## src/rtl/cp0_pkg.sv

```systemverilog
// Shared definitions for the CP0 sequencer: state encoding, CP0 register
// selects and the default interrupt handler address.
package cp0_pkg;

  typedef enum logic [1:0] {
    ST_IDLE   = 2'd0,
    ST_SAVE   = 2'd1,
    ST_VECTOR = 2'd2,
    ST_RETURN = 2'd3
  } cp0_state_e;

  localparam logic [4:0] CP0_SEL_SR    = 5'd12;
  localparam logic [4:0] CP0_SEL_CAUSE = 5'd13;
  localparam logic [4:0] CP0_SEL_EPC   = 5'd14;
  localparam logic [4:0] CP0_SEL_PRID  = 5'd15;

  // Word address [31:2]; byte address 0x4180.
  localparam logic [29:0] DEFAULT_HANDLER_PC = 30'h0000_1060;

endpackage

```

## src/rtl/sat_counter.sv

```systemverilog
// Up-counter that sticks at all-ones; cleared asynchronously by rst_n.
module sat_counter #(
  parameter int W = 16
) (
  input  logic         clk,
  input  logic         rst_n,
  input  logic         inc,
  output logic [W-1:0] count
);

  logic [W-1:0] count_q;
  logic [W-1:0] count_d;

  always_comb begin
    count_d = count_q;
    if (inc && (count_q != {W{1'b1}})) begin
      count_d = count_q + {{(W-1){1'b0}}, 1'b1};
    end
  end

  always_ff @(posedge clk or negedge rst_n) begin
    if (!rst_n) begin
      count_q <= '0;
    end else begin
      count_q <= count_d;
    end
  end

  assign count = count_q;

endmodule

```

## src/rtl/cp0_seq.sv

```systemverilog
// CP0 sequencer: takes interrupts at retire boundaries, writes EPC, vectors
// to the handler, executes ERET and steers MTC0/MFC0 onto the CP0 port.
module cp0_seq
  import cp0_pkg::*;
#(
  parameter logic [29:0] HANDLER_PC = DEFAULT_HANDLER_PC,
  parameter logic [4:0]  SEL_EPC    = CP0_SEL_EPC,
  parameter int          CNT_W      = 16
) (
  input  logic             clk,
  input  logic             rst_n,
  input  logic             instr_done,
  input  logic [29:0]      next_pc,
  input  logic             is_mtc0,
  input  logic             is_mfc0,
  input  logic             is_eret,
  input  logic [4:0]       sel_in,
  input  logic             int_req,
  input  logic [29:0]      epc,
  output logic [4:0]       cp0_sel,
  output logic             cp0_wen,
  output logic [29:0]      cp0_pc,
  output logic             exl_set,
  output logic             exl_clr,
  output logic             pc_redirect,
  output logic [29:0]      redirect_pc,
  output logic             stall,
  output logic [CNT_W-1:0] irq_count
);

  cp0_state_e  state_q, state_d;
  logic [29:0] saved_pc_q, saved_pc_d;

  logic stall_q;
  logic exl_set_q;
  logic exl_clr_q;
  logic pc_redirect_q;

  // ERET outranks MTC0, which in turn masks interrupt acceptance for a cycle.
  always_comb begin
    state_d    = state_q;
    saved_pc_d = saved_pc_q;
    unique case (state_q)
      ST_IDLE: begin
        if (instr_done) begin
          if (is_eret) begin
            state_d = ST_RETURN;
          end else if (is_mtc0) begin
            state_d = ST_IDLE;
          end else if (int_req) begin
            saved_pc_d = next_pc;
            state_d    = ST_SAVE;
          end
        end
      end
      ST_SAVE:   state_d = ST_VECTOR;
      ST_VECTOR: state_d = ST_IDLE;
      ST_RETURN: state_d = ST_IDLE;
      default:   state_d = ST_IDLE;
    endcase
  end

  always_ff @(posedge clk or negedge rst_n) begin
    if (!rst_n) begin
      state_q       <= ST_IDLE;
      saved_pc_q    <= '0;
      stall_q       <= 1'b0;
      exl_set_q     <= 1'b0;
      exl_clr_q     <= 1'b0;
      pc_redirect_q <= 1'b0;
    end else begin
      state_q       <= state_d;
      saved_pc_q    <= saved_pc_d;
      stall_q       <= (state_d != ST_IDLE);
      exl_set_q     <= (state_d == ST_SAVE);
      exl_clr_q     <= (state_d == ST_RETURN);
      pc_redirect_q <= (state_d == ST_VECTOR) || (state_d == ST_RETURN);
    end
  end

  // IDLE port steering is combinational, so it is gated by rst_n to keep
  // every output quiet while reset is held.
  always_comb begin
    cp0_sel = '0;
    cp0_wen = 1'b0;
    if (exl_set_q) begin
      cp0_sel = SEL_EPC;
      cp0_wen = 1'b1;
    end else if (rst_n && (state_q == ST_IDLE)) begin
      if (instr_done && is_mtc0 && !is_eret) begin
        cp0_sel = sel_in;
        cp0_wen = 1'b1;
      end else if (is_mfc0 && !(instr_done && is_eret)) begin
        cp0_sel = sel_in;
      end
    end
  end

  always_comb begin
    redirect_pc = '0;
    if (pc_redirect_q) begin
      redirect_pc = exl_clr_q ? epc : HANDLER_PC;
    end
  end

  assign cp0_pc      = saved_pc_q;
  assign exl_set     = exl_set_q;
  assign exl_clr     = exl_clr_q;
  assign pc_redirect = pc_redirect_q;
  assign stall       = stall_q;

  sat_counter #(
    .W(CNT_W)
  ) u_irq_cnt (
    .clk  (clk),
    .rst_n(rst_n),
    .inc  (exl_set_q),
    .count(irq_count)
  );

endmodule

```

## config.mk

```make
export PLATFORM = sky130hd
export DESIGN_NAME = cp0_seq
export DESIGN_NICKNAME = d
export VERILOG_FILES = /design/src/rtl/cp0_pkg.sv /design/src/rtl/sat_counter.sv /design/src/rtl/cp0_seq.sv
export SDC_FILE = /design/constraint.sdc
export NUM_CORES = 1
export LEC_CHECK = 0
export ABC_AREA = 1
export CAP_MARGIN = 10
export CORE_ASPECT_RATIO = 2
export CORE_MARGIN = 5
export CORE_UTILIZATION = 40
export CTS_CLUSTER_DIAMETER = 120
export DETAILED_ROUTE_END_ITERATION = 8
export DONT_BUFFER_PORTS = 1
export HOLD_SLACK_MARGIN = 0.03
export SLEW_MARGIN = 20
export SYNTH_ARGS = -nofsm -noshare
export SYNTH_HDL_FRONTEND = slang
export SYNTH_HIERARCHICAL = 1
export SYNTH_SLANG_ARGS = --single-unit
```

## constraint.sdc

```tcl
create_clock -name clk -period 1.7 [get_ports clk]
set_input_delay 0.17 -clock clk [delete_from_list [all_inputs] [get_ports clk]]
set_output_delay 0.17 -clock clk [all_outputs]
set_load 0.01 [all_outputs]
```

# == Yosys cells after proc, flatten, opt, wreduce, memory -nomap -nowiden ==
# Cells that the tools add are included.
# totals
n_memories,0
ramBits,0
mem_bits_ro,0
in_bits,72
wordCells,44
ff_bits,52
latchBits,0
# op_classes
reduce_logical,13
n_eq_ne,7
multipliers,0
div_mod_pow,0
bitwise_logic,2
shift,0
n_addsub,1
muxes,14
order_cmp,0
# ops
op,count
30-bit 2-to-1 mux,2
5-bit 2-to-1 mux,4
"16-bit by 1-bit adder with 16-bit output, second input constant",1
"16-bit inequality test, second input constant",1
"2-bit equality test, second input constant",4
2-bit 2-to-1 mux,4
1-bit logical AND,6
2-bit one-hot mux with 3 select lines,1
5-bit AND reduction,1
"2-bit by 1-bit equality test with 1-bit output, second input constant",2
1-bit 2-to-1 mux,3
1-bit logical NOT,2
2-bit logical NOT,1
1-bit NOT,2
2-bit nonzero test,1
2-bit OR reduction,1
1-bit logical OR,1

# == Logic depth before layout (Yosys ltp) ==
# logic_depth
word_depth,7
depth_mapped,9
ltp_nobuf,8

# == By module ==
# The synthesis kept the hierarchy.
# modules_own_cells
mod,instances,seq_area_each_um2,cells_per_inst,area_per_inst_um2
cp0_seq,1,900.9,240,1831.8
sat_counter,1,400.4,149,1058.5

# == Worst setup path before layout ==
# OpenSTA, ideal clock, no wires.
# synth_timing
path_kind,register to register
start,"register u_irq_cnt.count_q[0], in the netlist u_irq_cnt/count[0]"
end,"register u_irq_cnt.count_q[6], in the netlist u_irq_cnt/count[6]"
slack_ps,177
required_time_ps,1583
t_arrival_ps,1406
stages_incl_launch_ff,10
n_path_buf,1
cell_sequence,dfrtp_1 -> ha_1 -> inv_2 -> nor2_4 -> nand2_2 -> nor2_4 -> nor2_4 -> buf_6 -> nand2_1 -> nand2_1
# synth_via
elab_chain_len,2
word_cells_on_any_way,3
cone_classes,add/sub (1); eq/ne (1); reduce/logical (1)
# synth_rtl
element,line_no,source
from (decl),sat_counter.sv:11,logic [W-1:0] count_q;
from (signal assigned),sat_counter.sv:25,count_q <= count_d;
"parallel branches: the longest is 2 deep, another holds 16-bit by 1-bit adder with 16-bit output",-,
# Parallel ways; which one is timed is not known.
# A chain may end at the register's enable or synchronous reset.

# == Final worst setup path ==
# layout_timing
start,register state_q[0]
end,output cp0_sel[0]
# layout_via
elab_chain_len,4
# layout_rtl
element,line_no,source
from (decl),cp0_seq.sv:31,"cp0_state_e state_q, state_d;"
from (signal assigned),cp0_seq.sv:72,state_q <= state_d;
2-bit logical NOT,cp0_seq.sv:89,end else if (rst_n && (state_q == ST_IDLE)) begin
1-bit logical AND,cp0_seq.sv:89,
5-bit 2-to-1 mux,cp0_seq.sv:89,
5-bit 2-to-1 mux,cp0_seq.sv:86,if (exl_set_q) begin
to (decl),cp0_seq.sv:20,"output logic [4:0] cp0_sel,"
# No other way between the ends.

==> results.yml <==
run_status:
  status: "complete, no violations"
clocking:
  htreeDepth: 2
  post_cts_buffers: 0
  cts_tree: "done"
  cts_made_buffers: 5
  clkLatencyLatePin_ns: 0.29
  cts_hold_buf: 29
  cts_num_sinks: 52
  cts_buffer_depth: 2
  clk_pin_slew_ns: 0.07
  root_buffer: "clkbuf_16"
  cts_resized: 0
power:
  comb_power_share_pct: 18.4
  p_int_mw: 2.52
  p_seq_share_pct: 49.6
  p_sw_share_pct: 32.2
  vdd_drop_max_uv: 800
  clkPwrFrac_pct: 32.0
  power.switching_mw: 1.20
  p_leak_nw: 1.81
  powerDensity_nw_per_um2: 1070
yosys:
  synth_seq_area_share_pct: 45.0
  synth_area_leaders: "dfrtp_1 (45%), nand2_1 (18%), nand4_1 (7.8%)"
  ys_warn_count: 6
  synth.top_cell.area_share_pct: 45.0
  syn_inst: 389
  synth_top_flop_cell: "dfrtp_1"
  yosys.area.top_type: "dfrtp_1"
  synth-edff-count: 0
  ys_ff_latch: 52
  syn_avg_cell_area_sq_um: 7.43
  syn-cell-area_sq_um: 2890
  syn_nets: 462
  synthArstFlopShare_pct: 100
  synth_cell_types: 23
placement:
  hpwlAfterDp_um: 5220
  portBuffers: 0
  gp_congestion: 0.815
final_layout:
  antenna_cells: 0
  layout-drive-gt1-share_pct: 10.1
  finalNetCount: 497
  layout-area-overhead-vs-synth_pct: 20.6
detailed_routing:
  drt_iter0_drc: 104
  dr_total_vias: 2569
  drc_errors: 0
  via_per_inst: 4.97
  wl_per_cell_um: 14.6
  ant_nets: 0
  totalWireLength_um: 7550
  drt_first_pass_iters: 4
sta:
  fmax_mhz: 631
  whs_ns: 0.0434
  worstMarginPinSlew_ns: 0.400
  setup_viol: 0
  tns_ns: 0
  min_period_over_period_pct: 93.3
  maxSlewHeadroom_pct: 73.2
  hold_viol: 0
  rsz0062_at_grt: "false"
  clock_skew_ns: 0.00280
  min_period_ns: 1.59
  drv_slew: 0
worst_setup_path:
  critPathCaptureType: "output pin"
  criticalPathCategory: "register to output pin"
  critical_path_buf_inv_count: 1
  startpoint_type: "register"
  slowest_stage: "dfrtp_1"
  max_stage_delay_ns: 0.41
  critical_path.top_delay_family: "simple AND/OR/NAND/NOR gates"
  critical_path.max_fanout: 8
  required_ns: 1.53
  crit_arrival_ns: 1.42
  path_cells: "nor2_4, nand2_1, nor3_1, buf_4"
global_routing:
  grt_max_degree: 53
  antenna_found_initial: 0
  grt_pass1_vias: 2355
  grt_pass1_wl_um: 11800
  grt_use_total_pct: 16.2
  grt_overflow: 0
die:
  dieArea_sq_um: 9130
  ios: 158
  rows: 44
  dieWidth_um: 70.1
  core_area_sq_um: 7160
  start_util_pct: 40.4
  die_h_um: 130
run:
  cap_violations: 0
hold_path:
  min_path_type: "primary input to register"
## state kept, by name, indices dropped and copies added (netlist names)
register         cells
u_irq_cnt/count     16
stall                1
pc_redirect          1
state_q              2
exl_set              1
exl_clr              1
cp0_pc              30
## synthesized netlist by cell type (4+ instances only)
library cell,count
nor2_1,41
dfrtp_1,52
buf_2,8
inv_1,53
nor2_2,4
nand4_1,36
nand2_2,4
nand2_1,137
a21oi_1,5
nor2_4,5
nand3_1,10
buf_6,5
o21ai_0,11
xnor2_1,5
## cell families (layout without fill, tap and decap cells)
family,count (synthesis),in the layout,share of synthesized area (%)
flops,52,52,45.0
compound gates,18,18,3.38
simple gates,242,242,38.2
fa+ha+maj,1,1,0.433
buf+inv,70,106,11.1
xor+xnor,6,6,1.82
## power by group through the flow
stage	registers, mW	clock network (mW)	logic, mW
2_1_floorplan	1.82	0	0.448
3_3_place_gp	1.87	0	0.587
3_5_place_dp	1.86	0	0.600
4_1_cts	1.85	1.22	0.681
5_1_grt	1.88	1.27	0.777
6_report	1.84	1.19	0.683
## cells in the final DEF (no fill, tap or decap), types with 2 or more instances in the layout
cell type | Yosys | final
nor2_4 | 5 | 5
nor2_2 | 4 | 4
nor2_1 | 41 | 41
nand2_1 | 137 | 137
a21oi_1 | 5 | 5
buf_4 | 3 | 15
dlygate4sd3_1 | 0 | 28
dfrtp_1 | 52 | 52
clkbuf_16 | 0 | 5
nand4_1 | 36 | 36
nand2_2 | 4 | 4
nor3_1 | 2 | 2
inv_1 | 53 | 53
nand3_1 | 10 | 10
o21ai_2 | 2 | 2
o21ai_0 | 11 | 11
xnor2_1 | 5 | 5
## routing by layer
metal	part of all wire (%)	vias to the layer above	global-route usage, %	wire [um]
met5	0	-	0	0
met4	1.6	0	6.21	121
met3	10	9	6.78	783
met2	47	117	25.3	3550
met1	41	1157	19.9	3100
li1	-	1286	-	-
## worst reg2reg max path, stage by stage (launching register included)
cell	delay, ns
dfrtp_1	0.38
ha_1	0.27
inv_2	0.11
nor2_4	0.05
nand2_2	0.10
nor2_4	0.05
nor2_4	0.31
o21ai_0	0.13
## cell type report
class	count	area, sq um
fill	684	3670
clock buffer	6	139
tap	92	115
timing repair buffer	44	420
multi-input combinational	267	1270
sequential	52	1300
clock inverter	2	38.8
inverter	54	203
## per-stage QoR
step,setup slack (ns),power (mW),cell area [sq um],util (%),std cells
global route,0.0265,3.93,3480,48.7,517
CTS,0.106,3.75,3480,48.7,517
finish,0.114,3.72,3480,48.7,517
detailed placement,0.170,2.46,3000,41.9,480
floorplan,0.177,2.27,2890,-,389
global placement,0.195,2.46,3000,41.9,480
## path summary, 6_finish.rpt
path,start,to,slack (ns),cells past startpoint
setup / recovery,state_q[0],cp0_sel[0],0.11,4
hold / removal,next_pc[23],cp0_pc[23],0.04,2
setup reg to reg,u_irq_cnt/count[0],u_irq_cnt/count[9],0.17,7
hold reg to reg,state_q[1],pc_redirect,0.50,1
max in group asynchronous,rst_n,u_irq_cnt/count[10],1.03,2
min in group asynchronous,rst_n,cp0_pc[29],0.44,2
Power figures use the tool's default switching activity.
